File: src/rtl/mul_arbiter.sv
// Two-requester arbiter in front of one shared shift-add multiplier (IDLE/LOAD/RUN/DONE).
// Latency: request sampled in IDLE cycle t -> one-cycle done pulse in cycle t+DW+3.
// Backpressure: req is a level held until done; a job cannot be interrupted except by reset.
//
// Ports:
//   clk, reset        rising-edge clock, synchronous active-high reset
//   req[1:0]          level requests; a0/b0 and a1/b1 are the matching operands
//   done[1:0]         registered one-hot completion pulse to the served requester
//   res               product of the last completed job, held until the next completion
//   busy, grant_id    FSM not idle; index of the current or last served requester
//   mul_en            multiplier control: 0 loads it, 1 steps it
//   mul_a, mul_b      operands latched at grant; mul_c is the multiplier product
// Build option: define MUL_ARB_RR_EN for round-robin tie breaking; otherwise requester 0
// always wins a tie.
module mul_arbiter #(
  parameter int DW = 8
) (
  input  logic            clk,
  input  logic            reset,
  input  logic [1:0]      req,
  input  logic [DW-1:0]   a0,
  input  logic [DW-1:0]   b0,
  input  logic [DW-1:0]   a1,
  input  logic [DW-1:0]   b1,
  output logic [1:0]      done,
  output logic [2*DW-1:0] res,
  output logic            busy,
  output logic            grant_id,
  output logic            mul_en,
  output logic [DW-1:0]   mul_a,
  output logic [DW-1:0]   mul_b,
  input  logic [2*DW-1:0] mul_c
);

  localparam int CW = (DW > 1) ? $clog2(DW) : 1;

  typedef enum logic [1:0] {
    IDLE = 2'd0,
    LOAD = 2'd1,
    RUN  = 2'd2,
    DONE = 2'd3
  } state_t;

  state_t          state_q, state_d;
  logic [CW-1:0]   cnt_q, cnt_d;
  logic [DW-1:0]   mul_a_q, mul_a_d;
  logic [DW-1:0]   mul_b_q, mul_b_d;
  logic            grant_q, grant_d;
  logic [2*DW-1:0] res_q, res_d;
  logic [1:0]      done_q, done_d;

  logic [1:0]      elig;
  logic            win;

  // A requester whose done pulse is showing this cycle is still holding req for
  // the job that just finished, so it must not be granted again off that level.
  assign elig = req & ~done_q;

`ifdef MUL_ARB_RR_EN
  logic rr_last_q, rr_last_d;

  always_comb begin
    if (elig == 2'b11) win = ~rr_last_q;
    else               win = ~elig[0];
  end

  always_comb begin
    rr_last_d = rr_last_q;
    if (state_q == IDLE && elig != 2'b00) rr_last_d = win;
  end

  // Starts as "requester 1 served last" so requester 0 takes the first tie.
  always_ff @(posedge clk) begin
    if (reset) rr_last_q <= 1'b1;
    else       rr_last_q <= rr_last_d;
  end
`else
  always_comb begin
    win = ~elig[0];
  end
`endif

  // State register
  always_ff @(posedge clk) begin
    if (reset) state_q <= IDLE;
    else       state_q <= state_d;
  end

  // Next-state logic
  always_comb begin
    state_d = state_q;
    case (state_q)
      IDLE:    if (elig != 2'b00) state_d = LOAD;
      LOAD:    state_d = RUN;
      RUN:     if (cnt_q == '0) state_d = DONE;
      DONE:    state_d = IDLE;
      default: state_d = IDLE;
    endcase
  end

  // Output logic
  always_comb begin
    busy   = (state_q != IDLE);
    mul_en = (state_q == RUN) || (state_q == DONE);
  end

  // Datapath: operands only move at grant; done is a single-cycle pulse.
  always_comb begin
    cnt_d   = cnt_q;
    mul_a_d = mul_a_q;
    mul_b_d = mul_b_q;
    grant_d = grant_q;
    res_d   = res_q;
    done_d  = 2'b00;
    case (state_q)
      IDLE: begin
        if (elig != 2'b00) begin
          grant_d = win;
          mul_a_d = win ? a1 : a0;
          mul_b_d = win ? b1 : b0;
        end
      end
      LOAD: cnt_d = CW'(DW - 1);
      RUN: begin
        if (cnt_q != '0) cnt_d = cnt_q - CW'(1);
      end
      DONE: begin
        res_d           = mul_c;
        done_d[grant_q] = 1'b1;
      end
      default: ;
    endcase
  end

  always_ff @(posedge clk) begin
    if (reset) begin
      cnt_q   <= '0;
      mul_a_q <= '0;
      mul_b_q <= '0;
      grant_q <= 1'b0;
      res_q   <= '0;
      done_q  <= 2'b00;
    end else begin
      cnt_q   <= cnt_d;
      mul_a_q <= mul_a_d;
      mul_b_q <= mul_b_d;
      grant_q <= grant_d;
      res_q   <= res_d;
      done_q  <= done_d;
    end
  end

  assign done     = done_q;
  assign res      = res_q;
  assign grant_id = grant_q;
  assign mul_a    = mul_a_q;
  assign mul_b    = mul_b_q;

endmodule
File: config.mk
export PLATFORM = sky130hd
export DESIGN_NAME = mul_arbiter
export DESIGN_NICKNAME = d
export VERILOG_FILES = /design/src/rtl/mul_arbiter.sv
export SDC_FILE = /design/constraint.sdc
export NUM_CORES = 1
export LEC_CHECK = 0
export BUFFER_PORTS_ARGS = -buffer_cell sky130_fd_sc_hd__buf_2
export CORE_MARGIN = 2
export CORE_UTILIZATION = 45
export CTS_CLUSTER_DIAMETER = 80
export DETAILED_ROUTE_END_ITERATION = 8
export PLACE_DENSITY = 0.79
export SYNTH_ARGS = -nofsm -noshare
export SYNTH_HDL_FRONTEND = slang
export SYNTH_SLANG_ARGS = --single-unit
File: constraint.sdc
create_clock -name clk -period 1.8 [get_ports clk]
set_clock_uncertainty 0.05 [all_clocks]
set_input_delay 0 -clock clk [delete_from_list [all_inputs] [get_ports clk]]
set_output_delay 0 -clock clk [all_outputs]
set_load 0.02 [all_outputs]
==> flow_summary.toml, run 1 <==
[timing]
max-slew-margin-rel = 0.753
finalHoldViolCount = 0
finalSetupViolations = 0
holdWs_ns = 0.00644
worstMarginPinSlew_ns = 0.370
slew_viol_final = 0
period_needed_ns = 1.60
clock.fmax_mhz = 625
fin_tns_setup_ns = 0
min_period_over_period = 0.889
rsz0062_at_grt = "false"

[clock_network]
cts_made_buffers = 5
clock_path_buffers = 2
clk_pin_slew_ns = 0.07
cts_tree = "yes"
cts_num_sinks = 40
cts_max_level = 2
postCtsSetupBuffers = 0
insertion_delay_ns = 0.29
root_buffer = "clkbuf_8"

[synthesis]
synth_area_leaders = "dfxtp_1 44%, mux2i_1 18%, a211oi_2 9.7%, nor2_1 7.2%, ha_1 4.8%"
synth_xor_area_frac = 0
syn_inst = 168
async_flop_share = 0
yosysWarnings = 0
yosysTopAreaCellShare = 0.442
synth_simple_gate_area_share = 0.113
synth_edf_count = 0
netlist_area_mm2 = 0.00181
synth_fa_ha_area_frac = 0.0483
synth-main-ff-cell = "dfxtp_1"
syn_nets = 227
synth_top_family_by_area = "multiplexers"
synth_compound_area_frac = 0.156
avgSynthCellArea_um2 = 10.8
synth.area.mux_share = 0.182
synth_seq_cells = 40
netlist.top_cell.by_area = "dfxtp_1"
yosysSeqAreaShare = 0.442
synth_cell_types = 25

[die]
ios = 89
die_h_um = 67.5
die-area_mm2 = 0.00455
std_cell_rows = 23
die_w_um = 67.5
initial_utilization = 0.460
core_area_mm2 = 0.00394

[hold_path]
min_path_type = "in -> reg"

[setup_path]
crit_type = "reg -> out"
regToRegSetupSlack_ns = 0.26
worstPathMaxFanout = 9
path_buf_inv = 2
cp.required_ns = 1.75
worst-endpoint-arrival_ns = 1.55
cp_slowest_stage_delay_ns = 0.39
cp_top_family = "flip-flops"
cp_cell_sequence = "inv_1, ha_1, or2_2, buf_2"
end_kind = "output port"
critPathSlowestCell = "dfxtp_1"
start_kind = "flop"

[power]
swShare = 0.381
power_density_mw_per_mm2 = 1350
power_frac_comb = 0.430
seqPwrFrac = 0.364
p_clk_frac = 0.206
p_leak_nw = 1.22
internal_power_mw = 2.13
p_total_mw = 3.45
worst_ir_drop_vdd_v = 0.000766
power.net_switching_mw = 1.32

[flow_run]
max_cap_violations = 0

[routing]
wl_per_cell_um = 12.6
wl_mm = 4.08
ant_nets = 0
drc = 0
drtPass1Iterations = 4
drt_iter0_markers = 69
vias = 1568
via_per_inst = 4.85

[global_route]
grt-ovfl-total = 0
antenna_found_initial = 0
grt_max_degree = 34
grt_pass1_vias = 1516
grt_pass1_wl_mm = 6.41
grtUsageTotal = 0.186

[placement]
post-dp-hpwl_mm = 2.83
gp_congestion = 0.724
port_buffers = 88

[cells_and_area]
drive_above_1_share = 0.443
fin_util = 0.647
syn_to_final_growth_pct = 40.6
insertedDiodeCount = 0
nNetsFinal = 331
nFillCells = 333

[status]
outcome = "completed"
==> tightest hold or removal path: stages <==
cell      delay (ns)
buf_2           0.10
mux2i_1         0.11
a211oi_1        0.09
==> per-stage QoR <==
| stage | setup WS [ns] | cells | instance area, um2 |
|---|---|---|---|
| detailed placement | 0.252 | 299 | 2280 |
| global placement | 0.386 | 299 | 2280 |
| finish | 0.199 | 323 | 2550 |
| global route | 0.123 | 323 | 2550 |
| CTS | 0.196 | 323 | 2550 |
| floorplan | 0.372 | 168 | 1810 |
==> final timing paths <==
kind | startpoint | end | cells past startpoint
min | a0[2] | mul_a[2]$_SDFFE_PP0P_ | 3
max reg2reg | state_q[0]$_SDFFE_PP0P_ | cnt_q[1]$_SDFFE_PP0P_ | 5
max | state_q[0]$_SDFFE_PP0P_ | mul_en | 4
min reg2reg | res[4]$_SDFFE_PP0N_ | res[4]$_SDFFE_PP0N_ | 2
==> state kept, by name (all words and copies together) (netlist names) <==
| signal | flops |
|---|---|
| res | 16 |
| mul_b | 8 |
| cnt_q | 3 |
| mul_a | 8 |
| grant_id | 1 |
| done | 2 |
| state_q | 2 |
==> Yosys cell counts, types with 2 or more instances <==
| cell | count |
|---|---|
| nor2_1 | 35 |
| clkbuf_1 | 2 |
| ha_1 | 7 |
| a211oi_1 | 5 |
| a311oi_1 | 3 |
| buf_4 | 3 |
| nand2b_4 | 2 |
| nor3_1 | 2 |
| a211oi_2 | 14 |
| mux2i_1 | 33 |
| dfxtp_1 | 40 |
| buf_8 | 2 |
| buf_2 | 4 |
| inv_1 | 5 |
==> layout make-up <==
class,instances,area [um2],area share
Multi-Input combinational cell,110,906,0.355
Clock inverter,2,35.0,0.0137
Timing Repair Buffer,109,651,0.255
Tap cell,50,62.6,0.0245
Sequential cell,40,801,0.314
Clock buffer,6,72.6,0.0285
Inverter,6,22.5,0.00883
==> layer usage <==
metal,global-route usage,up-vias,share of wire
met5,0,-,0
met4,0.0765,0,0.018
met3,0.0350,7,0.046
met2,0.360,46,0.53
met1,0.194,722,0.41
li1,-,793,-
==> cell usage in the layout (no fill, tap or decap) <==
master	instances
nand2_1	1
inv_2	1
a211oi_1	5
dfxtp_1	40
a32oi_2	1
clkbuf_1	1
nand2b_4	2
or2_2	1
mux2i_1	33
a311oi_1	3
inv_1	5
nor3b_1	1
nand2b_1	1
o221a_2	1
dlygate4sd3_1	16
a21oi_4	1
and3_1	1
ha_1	7
buf_2	88
buf_4	4
nor3_1	2
bufinv_16	1
clkbuf_8	5
buf_12	1
nor2_1	35
a211oi_2	14
clkinv_2	1
nor2b_1	1
==> timing repair <==
item,in CTS,in global routing
gates resized for setup,0,0
endpoints found under the hold margin,16,0
hold buffers,16,0
==> power by group through the flow <==
stage / Sequential, mW / Combinational (mW) / Clock (mW)
after floorplan: 1.50 / 0.820 / 0
after global placement: 1.26 / 1.42 / 0
after detailed placement: 1.27 / 1.46 / 0
after CTS: 1.26 / 1.49 / 0.730
after global routing: 1.29 / 1.62 / 0.756
final: 1.26 / 1.48 / 0.710
==> logic make-up after synthesis <==
logic type | count (synthesis)
flip-flops | 40
adder cells (fa/ha/maj) | 7
buffers and inverters | 18
AO/OA/AOI/OAI | 25
multiplexers | 33
AND/OR/NAND/NOR | 45
(Power assumes the default switching activity.)
==> run 2, diff against run 1 <==
==> constraint.sdc (replaced) <==
create_clock -name clk -period 1.5 [get_ports clk]
set_clock_uncertainty 0.05 [all_clocks]
set_input_delay 0 -clock clk [delete_from_list [all_inputs] [get_ports clk]]
set_output_delay 0 -clock clk [all_outputs]
set_load 0.02 [all_outputs]
==> flow_summary.toml, run 2 (synthesis gave the netlist of run 1 again) <==
[clock_network]
cts_tree = "yes"
clk_pin_slew_ns = 0.08
clock_path_buffers = 2
root_buffer = "clkbuf_8"
insertion_delay_ns = 0.29
cts_max_level = 2
cts_num_sinks = 40
cts_made_buffers = 5

[power]
p_leak_nw = 1.25
power_frac_comb = 0.442
p_clk_frac = 0.211
p_total_mw = 4.36
internal_power_mw = 2.72
swShare = 0.376
worst_ir_drop_vdd_v = 0.000929
seqPwrFrac = 0.347
power.net_switching_mw = 1.64
power_density_mw_per_mm2 = 1660

[setup_path]
start_kind = "flop"
cp.required_ns = 1.62
end_kind = "flop"
worstPathMaxFanout = 16
crit_type = "reg -> reg"
worst-endpoint-arrival_ns = 1.56

[timing]
slew_viol_final = 0
holdWs_ns = 0.0309
period_needed_ns = 1.44
max-slew-margin-rel = 0.788
finalSetupViolations = 0
worstMarginPinSlew_ns = 0.319
clock.fmax_mhz = 697
fin_tns_setup_ns = 0
setup_ws_ns = 0.0647
finalHoldViolCount = 0
min_period_over_period = 0.957

[cells_and_area]
drive_above_1_share = 0.478
final_cell_mix = "88 x buf_2, 38 x dfxtp_1, 35 x nor2_1"
largest_register_ffs = 16
fin_util = 0.669
layout_commonest_cell = "buf_2"
insertedDiodeCount = 0
syn_to_final_growth_pct = 45.4
nNetsFinal = 334

[routing]
drt_iter0_markers = 32
via_per_inst = 4.82
drtPass1Iterations = 4
ant_nets = 0
drc = 0
vias = 1572
wl_per_cell_um = 12.7
wl_mm = 4.13

[hold_path]
min_path_type = "in -> reg"

[global_route]
grt-ovfl-total = 0
grt_max_degree = 18
grt_pass1_vias = 1463
grtUsageTotal = 0.188
grt_pass1_wl_mm = 6.42
antenna_found_initial = 0

[die]
die-area_mm2 = 0.00455
initial_utilization = 0.460
std_cell_rows = 23
ios = 89
die_h_um = 67.5
die_w_um = 67.5
core_area_mm2 = 0.00394

[placement]
port_buffers = 88
gp_congestion = 0.685
post-dp-hpwl_mm = 2.81
pre_cts_ws_ns = 0.00796

[flow_run]
max_cap_violations = 0

[status]
outcome = "completed"
run 2: changes by cell type in the layout (fill, tap and decap cells not counted), moves of 2 or more:
cell	change
dfxtp_1	-2
dfxtp_2	+2
ha_2	+2
a211oi_1	-2
ha_1	-2
a211oi_2	+2
run 2: routing by layer:
metal | wire (um) | vias up | global-route usage
met5 | 0 | - | 0
met4 | 79 | 0 | 0.0944
met3 | 232 | 6 | 0.0400
met2 | 2100 | 45 | 0.330
met1 | 1710 | 722 | 0.212
li1 | - | 799 | -
run 2: path summary, 6_finish.rpt:
kind	to	startpoint	slack [ns]	cells past startpoint
setup / recovery	mul_b[7]$_SDFFE_PP0P_	state_q[1]$_SDFFE_PP0P_	0.06	7
hold reg to reg	res[13]$_SDFFE_PP0N_	res[13]$_SDFFE_PP0N_	0.44	2
hold / removal	mul_b[6]$_SDFFE_PP0P_	b0[6]	0.03	3
setup reg to reg	mul_b[7]$_SDFFE_PP0P_	state_q[1]$_SDFFE_PP0P_	0.06	7
run 2: critical path, cell delays in order (launching register included):
cell	delay, ns
dfxtp_2	0.34
inv_1	0.10
ha_2	0.22
inv_2	0.06
a21oi_4	0.15
buf_4	0.16
buf_16	0.16
a211oi_2	0.08
run 2: what timing repair did:
| item | in CTS | in global routing |
|---|---|---|
| setup buffers | 0 | 1 |
| setup endpoints to repair | 2 | 17 |
| cloned | 1 | 0 |
| hold buffers | 16 | 0 |
| endpoints found under the hold margin | 16 | 0 |
| gates resized for setup | 3 | 5 |
run 2: through the flow:
stage                     instance area (um2)  std cells
after floorplan                          1810        168
after global placement                   2300        300
after detailed placement                 2300        300
after CTS                                2620        325
after global routing                     2640        326
final                                    2640        326
run 2: final cells by class:
type                            count  area (um2)
Clock inverter                      2        38.8
Sequential cell                    40         803
Fill cell                         317        1310
Clock buffer                        6        82.6
Timing Repair Buffer              112         706
Multi-Input combinational cell    110         921
Inverter                            6        22.5
Tap cell                           50        62.6
run 2: power by group through the flow:
stage          Sequential (mW)  Clock, mW  Combinational [mW]
6_report                  1.51      0.922                1.93
5_1_grt                   1.54      0.966                2.10
4_1_cts                   1.51      0.947                1.91
3_5_place_dp              1.52          0                1.76
3_3_place_gp              1.51          0                1.72
2_1_floorplan             1.80          0               0.984
